--- config.mk ---
export PLATFORM = sky130hd
export DESIGN_NAME = factorial_inverse
export DESIGN_NICKNAME = d
export VERILOG_FILES = /design/src/rtl/factorial_pkg.sv /design/src/rtl/factorial_inverse_mul32x4.sv /design/src/rtl/factorial_inverse.sv
export SDC_FILE = /design/constraint.sdc
export NUM_CORES = 1
export LEC_CHECK = 0
export CAP_MARGIN = 20
export CORE_MARGIN = 1
export CORE_UTILIZATION = 25
export CTS_CLUSTER_SIZE = 20
export DETAILED_ROUTE_END_ITERATION = 10
export PLACE_DENSITY = 0.39
export SLEW_MARGIN = 10
export SYNTH_ARGS = -nofsm -noshare
export SYNTH_HDL_FRONTEND = slang
export SYNTH_HIERARCHICAL = 1
export SYNTH_SLANG_ARGS = --single-unit
--- constraint.sdc ---
create_clock -name clk -period 5.3 [get_ports clk]
set_input_delay 0.795 -clock clk [delete_from_list [all_inputs] [get_ports clk]]
set_output_delay 0.795 -clock clk [all_outputs]
set_load 0.02 [all_outputs]
--- src/rtl/factorial_pkg.sv ---
// Shared constants and state encoding for the factorial blocks.
// Widths and the iteration bound are common to calc and inverse.
package factorial_pkg;

    localparam int FACT_W = 32;
    localparam int N_W    = 4;

    localparam logic [N_W-1:0] MAX_N = 4'd12;

    typedef enum logic [3:0] {
        S_IDLE = 4'd0,
        S_LOAD = 4'd1,
        S_CALC = 4'd2,
        S_DONE = 4'd3
    } state_t;

endpackage

--- src/rtl/factorial_inverse_mul32x4.sv ---
// Combinational 32x4 unsigned multiplier, product truncated to 32 bits.
// The running-product bound keeps the truncation lossless in practice.
module mul32x4
    import factorial_pkg::*;
(
    input  logic [FACT_W-1:0] i_a,
    input  logic [N_W-1:0]    i_b,
    output logic [FACT_W-1:0] o_p
);

    logic [FACT_W-1:0] w_b_ext;

    assign w_b_ext = {{(FACT_W-N_W){1'b0}}, i_b};
    assign o_p     = i_a * w_b_ext;

endmodule

--- src/rtl/factorial_inverse.sv ---
// Recovers n from a 32-bit value equal to n! (n in 0..12) by
// iterative multiply-and-compare; GO/DONE handshake, no division.
module factorial_inverse
    import factorial_pkg::*;
(
    input  logic              clk,
    input  logic              rst,
    input  logic              GO,
    input  logic [FACT_W-1:0] value,
    output logic              DONE,
    output logic [N_W-1:0]    n,
    output logic              VALID,
    output logic [3:0]        debugcs
);

    state_t            r_state;
    state_t            w_next;
    logic [FACT_W-1:0] r_v;
    logic [FACT_W-1:0] r_p;
    logic [N_W-1:0]    r_k;
    logic [N_W-1:0]    r_n;
    logic              r_valid;

    logic [FACT_W-1:0] w_v_nx;
    logic [FACT_W-1:0] w_p_nx;
    logic [N_W-1:0]    w_k_nx;
    logic [N_W-1:0]    w_n_nx;
    logic              w_valid_nx;
    logic [N_W-1:0]    w_k1;
    logic [FACT_W-1:0] w_prod;

    assign w_k1 = r_k + 4'd1;

    mul32x4 u_mul (
        .i_a (r_p),
        .i_b (w_k1),
        .o_p (w_prod)
    );

    always_ff @(posedge clk or posedge rst) begin
        if (rst) begin
            r_state <= S_IDLE;
            r_v     <= '0;
            r_p     <= 32'd1;
            r_k     <= '0;
            r_n     <= '0;
            r_valid <= 1'b0;
        end else begin
            r_state <= w_next;
            r_v     <= w_v_nx;
            r_p     <= w_p_nx;
            r_k     <= w_k_nx;
            r_n     <= w_n_nx;
            r_valid <= w_valid_nx;
        end
    end

    always_comb begin
        w_next     = r_state;
        w_v_nx     = r_v;
        w_p_nx     = r_p;
        w_k_nx     = r_k;
        w_n_nx     = r_n;
        w_valid_nx = r_valid;
        unique case (r_state)
            S_IDLE: begin
                if (GO) w_next = S_LOAD;
            end
            S_LOAD: begin
                w_v_nx = value;
                w_p_nx = 32'd1;
                w_k_nx = '0;
                w_next = S_CALC;
            end
            S_CALC: begin
                // Equality wins first, so value 1 resolves to 0! not 1!.
                if (r_p == r_v) begin
                    w_n_nx     = r_k;
                    w_valid_nx = 1'b1;
                    w_next     = S_DONE;
                end else if (r_p > r_v || r_k == MAX_N) begin
                    w_n_nx     = '0;
                    w_valid_nx = 1'b0;
                    w_next     = S_DONE;
                end else begin
                    w_k_nx = w_k1;
                    w_p_nx = w_prod;
                end
            end
            S_DONE: begin
                if (!GO) w_next = S_IDLE;
            end
            default: w_next = S_IDLE;
        endcase
    end

    assign DONE    = (r_state == S_DONE);
    assign n       = r_n;
    assign VALID   = r_valid;
    assign debugcs = r_state;

endmodule
==> impl_metrics.tcl <==
set metrics [dict create \
    core_region_area_sq_um 32600 \
    synth_enable_flop_cells 0 \
    dieWidth_um 184 \
    layout-drive-gt1-share_pct 5.26 \
    fp.dieH_um 184 \
    clock_tree_from_tritoncts "built" \
    grt.overflow.total 0 \
    critical_path.max_stage_delay_ps 600 \
    timing.final.max_slew_violations 0 \
    tns_ps 0 \
    combined_global_route_utilization_of_all_metal_layers_pct 15.5 \
    result_of_the_run "finished, final reports clean" \
    design.die.area_sq_um 33900 \
    area_delta_synth_final_pct 13.8 \
    maxSlewHeadroom_pct 29.6 \
    routed_wire_length_um 24600 \
    min_period_over_period_pct 89.7 \
    synth.cell_area_sq_um 8300 \
    vdd_ir_drop_max_mv 0.195 \
    htree_levels 3 \
    drt-wirelength-per-cell_um 16.7 \
    drt_iter0_markers 316 \
    end_kind "flip-flop" \
    numPlacedInstances 1453 \
    ys_types 65 \
    worstMarginPinSlew_ps 1060 \
    syn_avg_cell_area_sq_um 8.21 \
    antenna-diode-count 0 \
    most_frequent_cells_in_the_layout "157 x inv_1, 143 x nand2_1, 90 x and2_1" \
    dr_total_vias 6835 \
    worst_skew_pair.late_latency_ps 350 \
    via_per_inst 4.65 \
    timing.final.hold_violations 0 \
    drcViolationCount 0 \
    ys.flop_type "dfrtp_1" \
    critical_path.most_common_cell "nand3_1" \
    clock_skew_ps 9.58 \
    async_reset_ff_share_pct 100 \
    holdCritPathClass "reg -> reg" \
    cts_max_path_buffers 2 \
    start_util_pct 25.4 \
    number_of_cells_produced_by_synthesis 1011 \
    grt_first_pass_wirelength_um 40700 \
    cts_post_setup_buffers_inserted 0 \
    critical_path.max_fanout 29 \
    gpl.final_weighted_congestion 0.773 \
    power.static_leakage_uw 0.00436 \
    crit_arrival_ps 5040 \
    critical_path_buf_inv_count 2 \
    synth_sequential_area_ratio_pct 22.6 \
    cts_bufs_inserted 9 \
    max_cap_violations 0 \
    port-buffer-count 42 \
    setup-violations-final 0 \
    critPathTopFamily "adder cells" \
    antenna_found_initial 0 \
    clkSinkCount 75 \
    grt_start_max_net_pins 62 \
    rsz0062_at_grt "false" \
    antenna_left 0 \
    hold_bufs_inserted_after_cts 0 \
    grt_pass1_vias 7219 \
    number_of_synthesized_register_bits 75 \
    layout_commonest_cell "inv_1" \
    drtPass1Iterations 5 \
    min_period_ps 4760 \
    worst_ep_required_time_ps 5580 \
    num_rows 66 \
    cp_cell_sequence "nand3_1, xnor2_2, buf_4, nand2_1, fa_1, fa_1, inv_1, ha_1, a211oi_2, o211ai_2, a31oi_1, o21ai_1, a21oi_1, xnor2_1, nand3_1, nand3_1" \
    io_pins 45 \
    dp_hpwl_um 18200 \
    critPathKind "reg -> reg" \
    start_kind "flip-flop" \
    layout.cells.non_filler 1469 \
    clk_pin_slew_worst_paths_ps 60 \
    cts_resized 0 \
    power.density_cell_area_nw_per_um2 428 \
    cp_slowest_cell "fa_1" \
    achievable-frequency_ghz 0.210 \
    final_net_count 1185 \
    warning_count_from_the_yosys_run 6 \
    root_buffer "clkbuf_16" \
]
==> layer usage <==
metal	wire length, um	part of all wire (%)	track usage (%)
met1	11600	47	20.6
met2	12000	49	26.7
met3	592	2.4	2.17
met4	315	1.3	2.97
met5	0	0	0
==> state kept, by name, summed over array words and instances (netlist names) <==
register and cells:
r_v 32, debugcs 2, r_k 4, VALID 1
n 4, r_p 32
==> logic make-up (layout without fill, tap and decap cells) <==
logic type	count (synthesis)	in the layout	share of synthesized area, %
AND/OR/NAND/NOR	355	355	21.4
buffers and inverters	212	227	10.0
AO/OA/AOI/OAI	203	203	17.3
adder cells (fa/ha/maj)	128	128	24.5
flip-flops	75	75	22.6
XOR/XNOR	33	33	3.65
multiplexers	4	4	0.528
other	1	2	0.0452
==> area by class of cell <==
class	instances	area (sq um)
fillers	3576	23200
clock buffers	10	229
repair buffers	53	503
flip-flops and latches	75	1880
well taps	442	553
clock inverters	6	66.3
inverters	158	594
multi-input cells	725	5620
==> worst paths after layout <==
check                                 endpoint  slack, ps          startpoint  cells past startpoint
setup reg to reg           r_p[21]$_DFFE_PP0P_        540  r_k[2]$_DFFE_PP0P_                     16
setup / recovery           r_p[21]$_DFFE_PP0P_        540  r_k[2]$_DFFE_PP0P_                     16
hold / removal               VALID$_DFFE_PP0P_        490   VALID$_DFFE_PP0P_                      1
hold reg to reg              VALID$_DFFE_PP0P_        490   VALID$_DFFE_PP0P_                      1
max in group asynchronous  r_p[10]$_DFFE_PP0P_       3420                 rst                      3
min in group asynchronous  r_v[25]$_DFFE_PP0P_        870                 rst                      2
==> power breakdown <==
group          internal (uW)  leakage [uW]  switching [uW]  total (uW)
Combinational            802       0.00324            1520        2330
Clock                    365      0.000135             270         635
Sequential               803      0.000979             275        1080
==> synthesized netlist by cell type, drive strengths merged (2+ instances only) <==
master | number | area [sq um]
inv | 158 | 593
nand2 | 143 | 537
and2 | 90 | 563
dfrtp | 74 | 1850
ha | 71 | 888
fa | 57 | 1140
o21ai | 53 | 265
o211ai | 44 | 340
nand3 | 43 | 215
a21oi | 38 | 201
clkbuf | 34 | 128
nand4 | 28 | 175
xnor2 | 21 | 184
buf | 20 | 109
a21o | 19 | 144
nor2 | 19 | 71.3
xor2 | 11 | 96.3
a211oi | 9 | 92.6
a31oi | 7 | 43.8
nor3 | 7 | 35.0
and4 | 5 | 43.8
nand2b | 5 | 31.3
a221oi | 4 | 47.6
nor2b | 4 | 25.0
nor4 | 4 | 25.0
a221o | 3 | 30.0
a311oi | 3 | 38.8
and3 | 3 | 18.8
mux2 | 3 | 33.8
o21a | 3 | 22.5
o21bai | 3 | 22.5
a2111oi | 2 | 42.5
a31o | 2 | 17.5
o31a | 2 | 17.5
==> through the flow <==
stage	power, uW	hold slack [ps]	area (sq um)	util, %	setup WS (ps)
after detailed placement	3470	482	9140	28.0	472
after CTS	4130	498	9440	28.9	461
final	4040	489	9440	28.9	544
after global placement	3480	498	9140	28.0	547
after floorplan	2660	487	8300	-	942
after global routing	4470	533	9440	28.9	184
No activity file was read; power rests on OpenSTA's default activity.
==> edit 1, RTL diff (same settings) <==
The package constant `FACT_W` goes from 32 to 36.
--- a/src/rtl/factorial_pkg.sv
+++ b/src/rtl/factorial_pkg.sv
@@ -3,5 +3,5 @@
 package factorial_pkg;
 
-    localparam int FACT_W = 32;
+    localparam int FACT_W = 36;
     localparam int N_W    = 4;
 
Interface: changed (resized value); port bits go from 45 to 49. The function was not compared with the original's and may differ.
==> edit 1 against the original RTL <==
Critical path depth is 1 higher. First-iteration DRC count is 28% higher. Worst setup slack worse by 0.18 ns. Critical endpoint is now r_p[34]. Power is 22% higher. Final area is 13% higher. Routed wire length is 19% higher. Synthesized area is 13% higher. Sequential share of layout area is 0.46 points lower. Largest cell class unchanged. Worst hold slack better by 0.036 ns. Sequential cell count is 8 higher.
==> edit 1: results <==
yosys:
  synth-warning-count: 6
  synthMuxAreaShare_pct: 0.466
  post_synth_xor_xnor_area_pct: 2.61
  compound_cell_area_share_of_the_yosys_netlist_pct: 20.5
  synthAdderAreaFrac_pct: 24.4
  synth.distinct_cells: 79
  synth.yosys.seq_area_share_pct: 22.1
  postSynth.asyncResetShare_pct: 100
  synth.top_cells.by_area: "sky130_fd_sc_hd__dfrtp_1 22%, sky130_fd_sc_hd__fa_1 14%, sky130_fd_sc_hd__ha_1 11%, sky130_fd_sc_hd__nand2_1 7.4%, sky130_fd_sc_hd__inv_1 7.1%"
  synth_commonest_cells: "185 x sky130_fd_sc_hd__nand2_1, 177 x sky130_fd_sc_hd__inv_1, 102 x sky130_fd_sc_hd__and2_1"
  syn-instance-count: 1143
global_route:
  grt_usage_pct: 16.1
  grt_pass1_wl_mm: 48.4
  grt_max_degree: 77
  initial_antenna_violation_count: 0
  grt_pass1_vias: 8396
clocking:
  largest_buffer_count_on_any_clock_path: 2
  cts-htree-levels: 3
  cts-root-buf: "sky130_fd_sc_hd__clkbuf_16"
  gates_resized_cts_repair: 0
  numCtsBuffers: 9
  worstSkewPairLatency_ns: 0.36
  post_cts_buffers: 0
  clkSlewWorstSetupHoldPaths_ns: 0.07
setup_path:
  critPathMaxStageDelay_ns: 0.56
  arrival_ns: 5.18
  path_delay_family: "adder cells"
  crit_fanout: 17
  critical_path.slowest_cell: "sky130_fd_sc_hd__fa_1"
detailed_routing:
  first_iter_violations: 403
  route.vias.total: 7907
  pre_antenna_drt_iters: 5
  totalWireLength_mm: 29.3
  vias_per_cell: 4.82
power_and_ir_drop:
  power_leakage_nw: 4.87
  power.share.switching_pct: 52.3
  worst_ir_drop_vdd_mv: 0.187
place:
  placed_wire_length_estimate_after_detailed_placement_mm: 21.4
  portBuffers: 46
  placed_cell_area_sq_mm: 0.0104
  dpl.cell_count: 1625
  gp_congestion: 0.813
sta:
  finalClockSkew_ns: 0.0102
  max_slew_margin_pct: 42.9
run_status:
  status: "completed"
final_layout:
  leading_registers_by_flop_count: "r_p x36, r_v x36"
  antennaDiodeCount: 0
  nets: 1352
  final_layout_size_suffix_gt1_share_pct: 6.65
hold_path:
  hold_class: "reg2reg"
edit 1: cell count changes after synthesis, sizes merged, moves of 11 or more:
cell,unedited run,this run
inv,158,177
o311ai,1,31
nand4,28,14
nand2,143,185
and2,90,104
nand3,43,10
a21oi,38,49
edit 1: final cells by class:
type                            count  area [sq um]
Inverter                          177           666
Clock inverter                      4          27.5
Timing Repair Buffer               73           676
Multi-Input combinational cell    825          6420
Tap cell                          468           586
Sequential cell                    83          2080
Fill cell                        3987         26100
Clock buffer                       11           243
edit 1: power by group through the flow:
stage / clock network, mW / registers [mW] / logic [mW]
3_3_place_gp: 0 / 1.11 / 3.22
6_report: 0.626 / 1.10 / 3.20
2_1_floorplan: 0 / 1.02 / 2.31
5_1_grt: 0.671 / 1.13 / 3.64
4_1_cts: 0.654 / 1.10 / 3.24
3_5_place_dp: 0 / 1.12 / 3.22
edit 1: worst reg2reg max path: stages, from the launching register on:
cell	delay (ns)
sky130_fd_sc_hd__dfrtp_1	0.44
sky130_fd_sc_hd__ha_1	0.28
sky130_fd_sc_hd__xor2_2	0.17
sky130_fd_sc_hd__buf_4	0.25
sky130_fd_sc_hd__nand2_1	0.11
sky130_fd_sc_hd__fa_1	0.51
sky130_fd_sc_hd__inv_1	0.06
sky130_fd_sc_hd__fa_1	0.56
sky130_fd_sc_hd__inv_1	0.07
sky130_fd_sc_hd__fa_1	0.46
sky130_fd_sc_hd__nor2b_1	0.21
sky130_fd_sc_hd__o211ai_2	0.14
sky130_fd_sc_hd__a21oi_2	0.31
sky130_fd_sc_hd__o2111ai_4	0.22
sky130_fd_sc_hd__a31o_1	0.30
sky130_fd_sc_hd__o21ai_1	0.31
sky130_fd_sc_hd__xor2_1	0.11
sky130_fd_sc_hd__a221o_1	0.32
edit 1: final timing paths:
| kind | start | end | slack, ns | cells after the start |
|---|---|---|---|---|
| setup / recovery | r_k[0] | r_p[34] | 0.37 | 17 |
| setup reg to reg | r_k[0] | r_p[34] | 0.37 | 17 |
| max in group asynchronous | rst | r_v[11] | 3.60 | 3 |
| hold / removal | r_v[5] | r_v[5] | 0.53 | 2 |
| hold reg to reg | r_v[5] | r_v[5] | 0.53 | 2 |
| min in group asynchronous | rst | VALID | 0.82 | 2 |
edit 1: metal layers:
metal	vias up	share of wire (%)	track usage, %	wire [microns]
met4	0	0.82	3.01	240
met5	-	0	0	0
met2	92	48	27.2	13900
met3	12	1.7	1.84	508
li1	3870	-	-	-
met1	3933	50	22.1	14600
edit 1: per-stage QoR:
stage,hold WS (ns),power [mW],setup WS [ns]
finish,0.525,4.92,0.365
global placement,0.514,4.33,0.381
global route,0.544,5.45,0.118
detailed placement,0.519,4.34,0.373
floorplan,0.487,3.32,0.873
CTS,0.533,5.00,0.345
==> edit 2, RTL diff (same flow settings) <==
Without the edit above. Put one more register stage on the output `debugcs`, cleared by the reset. The value now appears one clock later. The other outputs are not delayed to match.
--- a/src/rtl/factorial_inverse.sv
+++ b/src/rtl/factorial_inverse.sv
@@ -98,5 +98,11 @@
     assign n       = r_n;
     assign VALID   = r_valid;
-    assign debugcs = r_state;
+    always_ff @(posedge clk or posedge rst) begin
+        if (rst) begin
+            debugcs <= '0;
+        end else begin
+            debugcs <= r_state;
+        end
+    end
 
 endmodule
Check against the original RTL: not equivalent (a bounded check fails within 4 cycles, from zero or initial values and one cycle with rst high).
==> edit 2 against the original RTL <==
Worst setup slack got worse by 0.029 ns. Synthesized cell count increased by 0.20%. Cell count increased by 0.27%. Sequential cell count increased by 2. Power increased by 2.4%. Synthesized area increased by 0.60%. Critical path depth unchanged. Count of clock-buffer cells in the layout increased by 4. Routed wire length increased by 1.1%. Sequential share of layout area increased by 0.33 points. Final area increased by 1.0%. Non-clock buffer count increased by 2. Maximum frequency decreased by 0.60%.
==> edit 2: results <==
run_status:
  status: "completed"
yosys:
  synth.distinct_cells: 64
  compound_cell_area_share_of_the_yosys_netlist_pct: 17.2
  synthMuxAreaShare_pct: 0.525
  syn_area_per_cell_sq_um: 8.24
  synth.top_cells.by_area: "sky130_fd_sc_hd__dfrtp_1 23%, sky130_fd_sc_hd__fa_1 14%, sky130_fd_sc_hd__ha_1 11%, sky130_fd_sc_hd__inv_1 7.1%, sky130_fd_sc_hd__and2_1 6.7%"
  synthAdderAreaFrac_pct: 24.3
  synth.yosys.seq_area_share_pct: 23.1
  synth_commonest_cells: "158 x sky130_fd_sc_hd__inv_1, 143 x sky130_fd_sc_hd__nand2_1, 90 x sky130_fd_sc_hd__and2_1"
  post_synth_xor_xnor_area_pct: 3.63
detailed_routing:
  pre_antenna_drt_iters: 4
  vias_per_cell: 4.67
  first_iter_violations: 367
  wl_per_cell_microns: 16.9
setup_path:
  arrival_ns: 5.07
  regToRegSetupSlack_ns: 0.51
  crit_fanout: 29
  critPathMaxStageDelay_ns: 0.62
clocking:
  clkSlewWorstSetupHoldPaths_ns: 0.07
  cts-root-buf: "sky130_fd_sc_hd__clkbuf_16"
  worstSkewPairLatency_ns: 0.35
  largest_buffer_count_on_any_clock_path: 2
  hold_buf_count_cts: 0
  gates_resized_cts_repair: 0
final_layout:
  leading_registers_by_flop_count: "r_p x32, r_v x32"
  finish.cell_count_without_fillers: 1473
  nets: 1189
  final_layout_size_suffix_gt1_share_pct: 5.33
  fill_cells: 3619
global_route:
  grt_usage_pct: 15.5
  initial_antenna_violation_count: 0
  grt_pass1_vias: 7177
  global_route.usage.met3_pct: 2.25
  grt_pass1_wl_mm: 40.7
  grt_util_met2_pct: 26.5
  grt.met1_usage_pct: 20.5
  grt_max_degree: 64
place:
  placed_cell_area_sq_mm: 0.00922
  gp_congestion: 0.817
  portBuffers: 42
  placed_wire_length_estimate_after_detailed_placement_mm: 18.7
  preCtsSetupSlack_ns: 0.536
sta:
  fin_crit_sh_pct: 90.3
  finalClockSkew_ns: 0.00963
  hold-worst-slack_ns: 0.480
  max_slew_margin_pct: 30.2
power_and_ir_drop:
  power_leakage_nw: 4.41
  worst_ir_drop_vdd_mv: 0.189
## edit 2: cell types whose count changed after synthesis
cell	delta
sky130_fd_sc_hd__buf_1	-2
sky130_fd_sc_hd__clkbuf_1	+2
sky130_fd_sc_hd__dfrtp_1	+2
## edit 2: path summary, 6_finish.rpt
path,from,end,cells after the start
setup reg to reg,r_k[2],r_p[29],16
hold reg to reg,r_state[0],debugcs[0],0
max in group asynchronous,rst,r_p[10],3
min in group asynchronous,rst,r_v[20],2
hold / removal,r_state[0],debugcs[0],0
setup / recovery,r_k[2],r_p[29],16
## edit 2: area by class of cell
type / instances / area (sq um) / share of cell area, %
multi-input combinational: 725 / 5620 / 58.9
clock buffer: 14 / 274 / 2.87
inverter: 158 / 594 / 6.23
timing repair buffer: 55 / 531 / 5.56
sequential: 77 / 1930 / 20.2
tap: 442 / 553 / 5.80
clock inverter: 2 / 38.8 / 0.407
## edit 2: cells by family after synthesis
kind of cell	Yosys count
compound gates	203
simple gates	355
other cells	1
mux	4
buf+inv	212
fa+ha+maj	128
flops	77
xor+xnor	33
## edit 2: per-layer routing
| metal | share of wire (%) | wire length (microns) |
|---|---|---|
| met4 | 1.9 | 474 |
| met5 | 0 | 0 |
| met3 | 2.3 | 570 |
| met2 | 49 | 12100 |
| met1 | 47 | 11700 |
## edit 2: where the power goes
group          total (mW)  internal (mW)  switching (mW)
clock               0.678          0.406           0.271
sequential           1.10          0.826           0.274
combinational        2.36          0.833            1.53
## edit 2: critical path, delay by kind of cell (launching register included)
family,cells,cell delay (ns)
DFF,1,0.52
xor gates and xnor gates,2,0.32
buffers and inverters,2,0.37
AOI/OAI and AO/OA,5,1.49
and+or+nand+nor,4,0.56
adders and majority gates,3,1.45
